File: config.mk
export PLATFORM = sky130hd
export DESIGN_NAME = alu
export DESIGN_NICKNAME = d
export VERILOG_FILES = /design/src/rtl/alu_pkg.sv /design/src/rtl/alu_addsub.sv /design/src/rtl/alu.sv
export SDC_FILE = /design/constraint.sdc
export NUM_CORES = 1
export LEC_CHECK = 0
export CORE_ASPECT_RATIO = 0.7
export CORE_MARGIN = 5
export CORE_UTILIZATION = 35
export CTS_BUF_LIST = sky130_fd_sc_hd__clkbuf_8
export DETAILED_ROUTE_END_ITERATION = 10
export HOLD_SLACK_MARGIN = 0.02
export PLACE_DENSITY = 0.62
export SLEW_MARGIN = 10
export SYNTH_ARGS = -nofsm -noshare
export SYNTH_HDL_FRONTEND = slang
export SYNTH_SLANG_ARGS = --single-unit
export TNS_END_PERCENT = 5
File: constraint.sdc
create_clock -name clk -period 0.8 [get_ports clk]
set_input_delay 0.2 -clock clk [delete_from_list [all_inputs] [get_ports clk]]
set_output_delay 0.2 -clock clk [all_outputs]
set_load 0.02 [all_outputs]
File: src/rtl/alu_pkg.sv
// Shared opcode encodings and the registered output bundle for the MCU51 ALU.
package alu_pkg;

  localparam logic [3:0] ALU_INC  = 4'b0000;
  localparam logic [3:0] ALU_DEC  = 4'b0001;
  localparam logic [3:0] ALU_ADD  = 4'b0010;
  localparam logic [3:0] ALU_ADDC = 4'b0011;
  localparam logic [3:0] ALU_ORL  = 4'b0100;
  localparam logic [3:0] ALU_ANL  = 4'b0101;
  localparam logic [3:0] ALU_XRL  = 4'b0110;
  localparam logic [3:0] ALU_CPL  = 4'b0111;
  localparam logic [3:0] ALU_DA   = 4'b1000;
  localparam logic [3:0] ALU_SUBB = 4'b1001;
  localparam logic [3:0] ALU_RR   = 4'b1100;
  localparam logic [3:0] ALU_RRC  = 4'b1101;
  localparam logic [3:0] ALU_RL   = 4'b1110;
  localparam logic [3:0] ALU_RLC  = 4'b1111;

  typedef struct packed {
    logic [7:0] result;
    logic       carry;
    logic       aux_carry;
    logic       overflow;
  } alu_out_t;

endpackage

File: src/rtl/alu_addsub.sv
// 8-bit adder/subtractor in two nibble stages; flags are carries for add and borrows for subtract.
module alu_addsub (
  input  logic [7:0] a_i,
  input  logic [7:0] b_i,
  input  logic       cin_i,
  input  logic       sub_i,
  output logic [7:0] sum_o,
  output logic       c3_o,
  output logic       c6_o,
  output logic       c7_o
);

  logic [7:0] b_x;
  logic       cin_x;
  logic [4:0] lo_sum;
  logic [3:0] mid_sum;
  logic [1:0] top_sum;

  // Subtract as a + ~b + ~borrow_in; borrows are the inverted carries.
  assign b_x   = sub_i ? ~b_i : b_i;
  assign cin_x = sub_i ? ~cin_i : cin_i;

  assign lo_sum = {1'b0, a_i[3:0]} + {1'b0, b_x[3:0]} + {4'b0000, cin_x};

  // High nibble is split at bit 6 so the carry into bit 7 is visible for OV.
  assign mid_sum = {1'b0, a_i[6:4]} + {1'b0, b_x[6:4]} + {3'b000, lo_sum[4]};
  assign top_sum = {1'b0, a_i[7]} + {1'b0, b_x[7]} + {1'b0, mid_sum[3]};

  assign sum_o = {top_sum[0], mid_sum[2:0], lo_sum[3:0]};
  assign c3_o  = lo_sum[4] ^ sub_i;
  assign c6_o  = mid_sum[3] ^ sub_i;
  assign c7_o  = top_sum[1] ^ sub_i;

endmodule

File: src/rtl/alu.sv
// MCU51 ALU: opcode mux, decimal-adjust correction and registered result/PSW flags.
module alu
  import alu_pkg::*;
(
  input  logic       clk,
  input  logic       rst_n,
  input  logic [3:0] ALUCode,
  input  logic [7:0] A,
  input  logic [7:0] B,
  input  logic       Cy,
  input  logic       AC,
  output logic [7:0] Result,
  output logic       Carry,
  output logic       AssistantCarry,
  output logic       OVerflow
);

  alu_out_t out_d;
  alu_out_t out_q;

  logic [7:0] as_b;
  logic       as_cin;
  logic       as_sub;
  logic [7:0] as_sum;
  logic       as_c3;
  logic       as_c6;
  logic       as_c7;

  logic       da_lo_adj;
  logic       da_hi_adj;
  logic [8:0] da_step1;
  logic [8:0] da_step2;

  // INC/DEC reuse the adder as A+0+1 and A-0-1.
  always_comb begin
    as_b   = B;
    as_cin = 1'b0;
    as_sub = 1'b0;
    case (ALUCode)
      ALU_INC:  begin as_b = 8'h00; as_cin = 1'b1; end
      ALU_DEC:  begin as_b = 8'h00; as_cin = 1'b1; as_sub = 1'b1; end
      ALU_ADDC: as_cin = Cy;
      ALU_SUBB: begin as_cin = Cy; as_sub = 1'b1; end
      default:  ;
    endcase
  end

  alu_addsub u_addsub (
    .a_i   (A),
    .b_i   (as_b),
    .cin_i (as_cin),
    .sub_i (as_sub),
    .sum_o (as_sum),
    .c3_o  (as_c3),
    .c6_o  (as_c6),
    .c7_o  (as_c7)
  );

  // Decimal adjust: low-nibble fix first, then the high nibble sees its carry.
  assign da_lo_adj = (A[3:0] > 4'd9) | AC;
  assign da_step1  = {1'b0, A} + (da_lo_adj ? 9'h006 : 9'h000);
  assign da_hi_adj = da_step1[8] | (da_step1[7:4] > 4'd9) | Cy;
  assign da_step2  = {1'b0, da_step1[7:0]} + (da_hi_adj ? 9'h060 : 9'h000);

  always_comb begin
    out_d.result    = A;
    out_d.carry     = Cy;
    out_d.aux_carry = AC;
    out_d.overflow  = 1'b0;
    case (ALUCode)
      ALU_INC, ALU_DEC: out_d.result = as_sum;
      ALU_ADD, ALU_ADDC, ALU_SUBB: begin
        out_d.result    = as_sum;
        out_d.carry     = as_c7;
        out_d.aux_carry = as_c3;
        out_d.overflow  = as_c7 ^ as_c6;
      end
      ALU_ORL: out_d.result = A | B;
      ALU_ANL: out_d.result = A & B;
      ALU_XRL: out_d.result = A ^ B;
      ALU_CPL: out_d.result = ~A;
      ALU_DA: begin
        out_d.result = da_step2[7:0];
        out_d.carry  = Cy | da_step1[8] | da_step2[8];
      end
      ALU_RR:  out_d.result = {A[0], A[7:1]};
      ALU_RRC: begin
        out_d.result = {Cy, A[7:1]};
        out_d.carry  = A[0];
      end
      ALU_RL:  out_d.result = {A[6:0], A[7]};
      ALU_RLC: begin
        out_d.result = {A[6:0], Cy};
        out_d.carry  = A[7];
      end
      default: ;
    endcase
  end

  always_ff @(posedge clk or negedge rst_n) begin
    if (!rst_n) begin
      out_q <= '0;
    end else begin
      out_q <= out_d;
    end
  end

  assign Result         = out_q.result;
  assign Carry          = out_q.carry;
  assign AssistantCarry = out_q.aux_carry;
  assign OVerflow       = out_q.overflow;

endmodule

==> run summary <==
Kind of end point of the critical path: a register. The compound-gate portion of the synthesized area came out at 0.300. Leaving out fill and tap cells, the most frequent cells in the layout are buf_4 (83), nor2_1 (28), nand2_1 (24), ha_1 (22), inv_1 (21). The HPWL after detailed placement was 5680 um; the global-route wire length before repair was 11500 um.

The tools report the initial antenna violation count as 0. For this block, the routed nets add up to 7610 um of wire. Setup repair after global routing could not meet its margin everywhere.

The cell seen most often among critical-path stages was fa_2. On the critical path the largest part of the delay comes from adder cells. TritonCTS built the clock tree. For this run, the post-layout net count is 439.

The post-synthesis area per instance is 7.54 um^2. Class of the worst hold path: primary input to asynchronous set/reset pin. In this run the power density over the cells is 1040 nW/um^2.

In this run the clock root is driven by a clkbuf_8. Dividing the detail-routed via count by the number of cells gives 5.46. The synthesized netlist net count came out at 329. Summing all placed instances gives a cell area of 3020 um^2.

Along the worst path, the maximum fanout reaches 4. After floorplanning, the core was divided into 23 placement rows. The number of unique standard cell types used by synthesis was 54. For the hold-fix buffer count after cts, the log shows 0. The main flop type after synthesis was dfrtp_1. Yosys mapped a number of flops with a built-in enable equal to 0. The xor-xnor portion of the synthesized cell area was 0.0381.

The number of buffers created by CTS is 3. Port buffering added 34 buffers. The worst setup slack after layout is -2730 ps. The run finished, with violations left. The async set or reset register ratio after synthesis was 1.00; the number of top-level design ports was 35.

The required time at the worst-slack endpoint was 910 ps. STA classifies the critical path startpoint as a primary input. For this run, design rule violations remaining after detail routing come to 0. VDD sags by at most 0.341 mV. Timing would allow up to 283 MHz.

The biggest cell delay along the critical path was 410 ps; the number of global-route vias before repair was 2295. The starting density of the core came out at 0.361. In the final routed layout, each cell accounts on average for 16.6 um. At the pin with the least slew margin, the transition time is 494 ps. The final reports fail on setup timing. The arithmetic-cell share of the synthesized area counting full adders, half adders and majority gates is 0.209. Together, buffers and inverters on the worst path number 3.

Post-synthesis cell count: 274. The largest individual stage delay along the critical path comes from the cell fa_2. The post-route cell area came out at 3320 um^2. Share of synthesized area occupied by flip-flops and latches: 0.133. After the flow finishes, the layout carries non-filler instances totaling 458.

At the worst endpoint, the arrival time is 3640 ps. The worst slew margin relative to its limit was 0.671. Leaving out fill and tap cells, the most frequent cell in the layout is buf_4.

The die is 74.3 um tall. The tools report the sink count of the clock tree as 11. Global routing finished with a remaining overflow of 0. Maximum buffer depth of the clock tree: 2. For the utilization after layout, the log shows 0.581. The fraction of final layout cells with drive strength greater than 1 is 0.410, and the global-route usage over all layers is 0.197. X dimension of the die: 102 um. Routability-driven placement finished with a final weighted congestion of 0.903.

Setup violations remaining at the end of the flow were counted as 22. In this run the standard cell core region covers 5730 um^2. The run gives 2070 um^2 as the area of the mapped netlist. The worst path in the final design needs a cycle of 3530 ps, including I/O delays and setup. The count of endpoints failing hold in the final timing report was 0; the final clock period utilization by the worst path was 4.41.

After synthesis, the largest family of logic cells by area is compound AO/OA/AOI/OAI gates. In this run the static leakage power is 1.59 nW. The routed layout has 2499 vias. The post-synthesis register bit count was 11; the number of nets with antenna violations after routing was 0. The critical path is of the primary input to register type. The tools report the final count of pins violating max slew as 0. For this run, the detailed router's first-pass iteration total came to 4.

The area growth from synthesis to layout is 60.8%. Walking the worst path, the cells encountered are buf_6 -> buf_6 -> and3_4 -> nor2_2 -> o32a_1 -> nor2_2 -> fa_2 -> fa_2 -> a21o_1 -> a21oi_2 -> fa_2 -> inv_2 -> a21o_1 -> a21o_1 -> fa_2 -> nor3b_2 -> a21oi_2 -> o32a_1 -> nor2_1 -> a21oi_1. The worst setup slack after placement was -3320 ps; the number of warnings issued by yosys was 0. After clock tree synthesis, the clock-pin slew on the worst setup and hold paths is 40 ps. The post-synthesis share of cell area spent on and, or, nand and nor gates was 0.197.

Area of the die: 7570 um^2. The logs give 27 for the pin count of the biggest net entering global routing and 441 for the number of cells after detailed placement. Max-cap violations in this run came to 0.

For this block, the initial DRC count from the detailed router was 222. The deepest level of the CTS H-tree was 1; the proportion of synthesized area in mux cells was 0.0430. 0 antenna diodes ended up in the layout.
-- synthesized netlist by cell type, types with 5 or more instances --
library cell	count	area, um^2
nor2_1	32	120
a21oi_1	28	140
ha_1	25	313
nand2_1	24	90.1
inv_1	21	78.8
clkbuf_1	12	45.0
o21ai_0	12	60.1
dfrtp_1	11	275
a211oi_1	7	52.6
a31oi_1	7	43.8
fa_1	6	120
nor2b_1	6	37.5
xnor2_1	6	52.6
a21o_1	5	37.5
-- through the flow --
stage / setup TNS [ps] / hold WS (ps) / power, mW
after floorplan: -24000 / -95.6 / 1.69
after global placement: -31220 / 536 / 2.63
after detailed placement: -31630 / 544 / 2.66
after CTS: -23740 / 300 / 3.24
after global routing: -24630 / 310 / 3.69
final: -23160 / 298 / 3.44
-- layer usage --
| metal | up-vias | track usage | wire length, um |
|---|---|---|---|
| met1 | 1179 | 0.291 | 3390 |
| met4 | 0 | 0.0553 | 174 |
| met3 | 19 | 0.0262 | 708 |
| met2 | 103 | 0.303 | 3330 |
| li1 | 1198 | - | - |
| met5 | - | 0 | 0 |
-- state kept, by name, indices dropped and copies added, names as in the netlist --
name and count:
OVerflow 1, AssistantCarry 1, Carry 1, Result 8
-- logic make-up after synthesis --
logic type,Yosys count
mux,7
buf+inv,41
xor+xnor,9
flops,11
simple gates,83
compound gates,92
fa+ha+maj,31
-- layout make-up --
cell class                      instances  area [um^2]
Inverter                               23         86.3
Sequential cell                        11          275
Multi-Input combinational cell        222         1830
Clock buffer                            3         41.3
Timing Repair Buffer                  123          998
Tap cell                               75         93.8
Clock inverter                          1         3.75
Fill cell                             515         2400
-- report_power, final --
| group | internal (mW) | switching [mW] | leakage, nW |
|---|---|---|---|
| sequential | 0.644 | 0.0185 | 0.132 |
| clock | 0.334 | 0.175 | 0.0269 |
| combinational | 1.13 | 1.15 | 1.43 |
-- repair_timing --
item,in CTS,in global routing
endpoints found under the setup margin,22,22
setup buffers,6,8
gates cloned,0,0
pin swaps,27,38
resized for setup,88,34
-- worst paths after layout --
| check | from | end | cells after the start |
|---|---|---|---|
| max | ALUCode[1] | Carry | 20 |
| min | rst_n | Result[7] | 2 |
| min in group clk | A[2] | Result[2] | 4 |
| max in group asynchronous | rst_n | Result[2] | 2 |
Power figures use the tool's default switching activity.
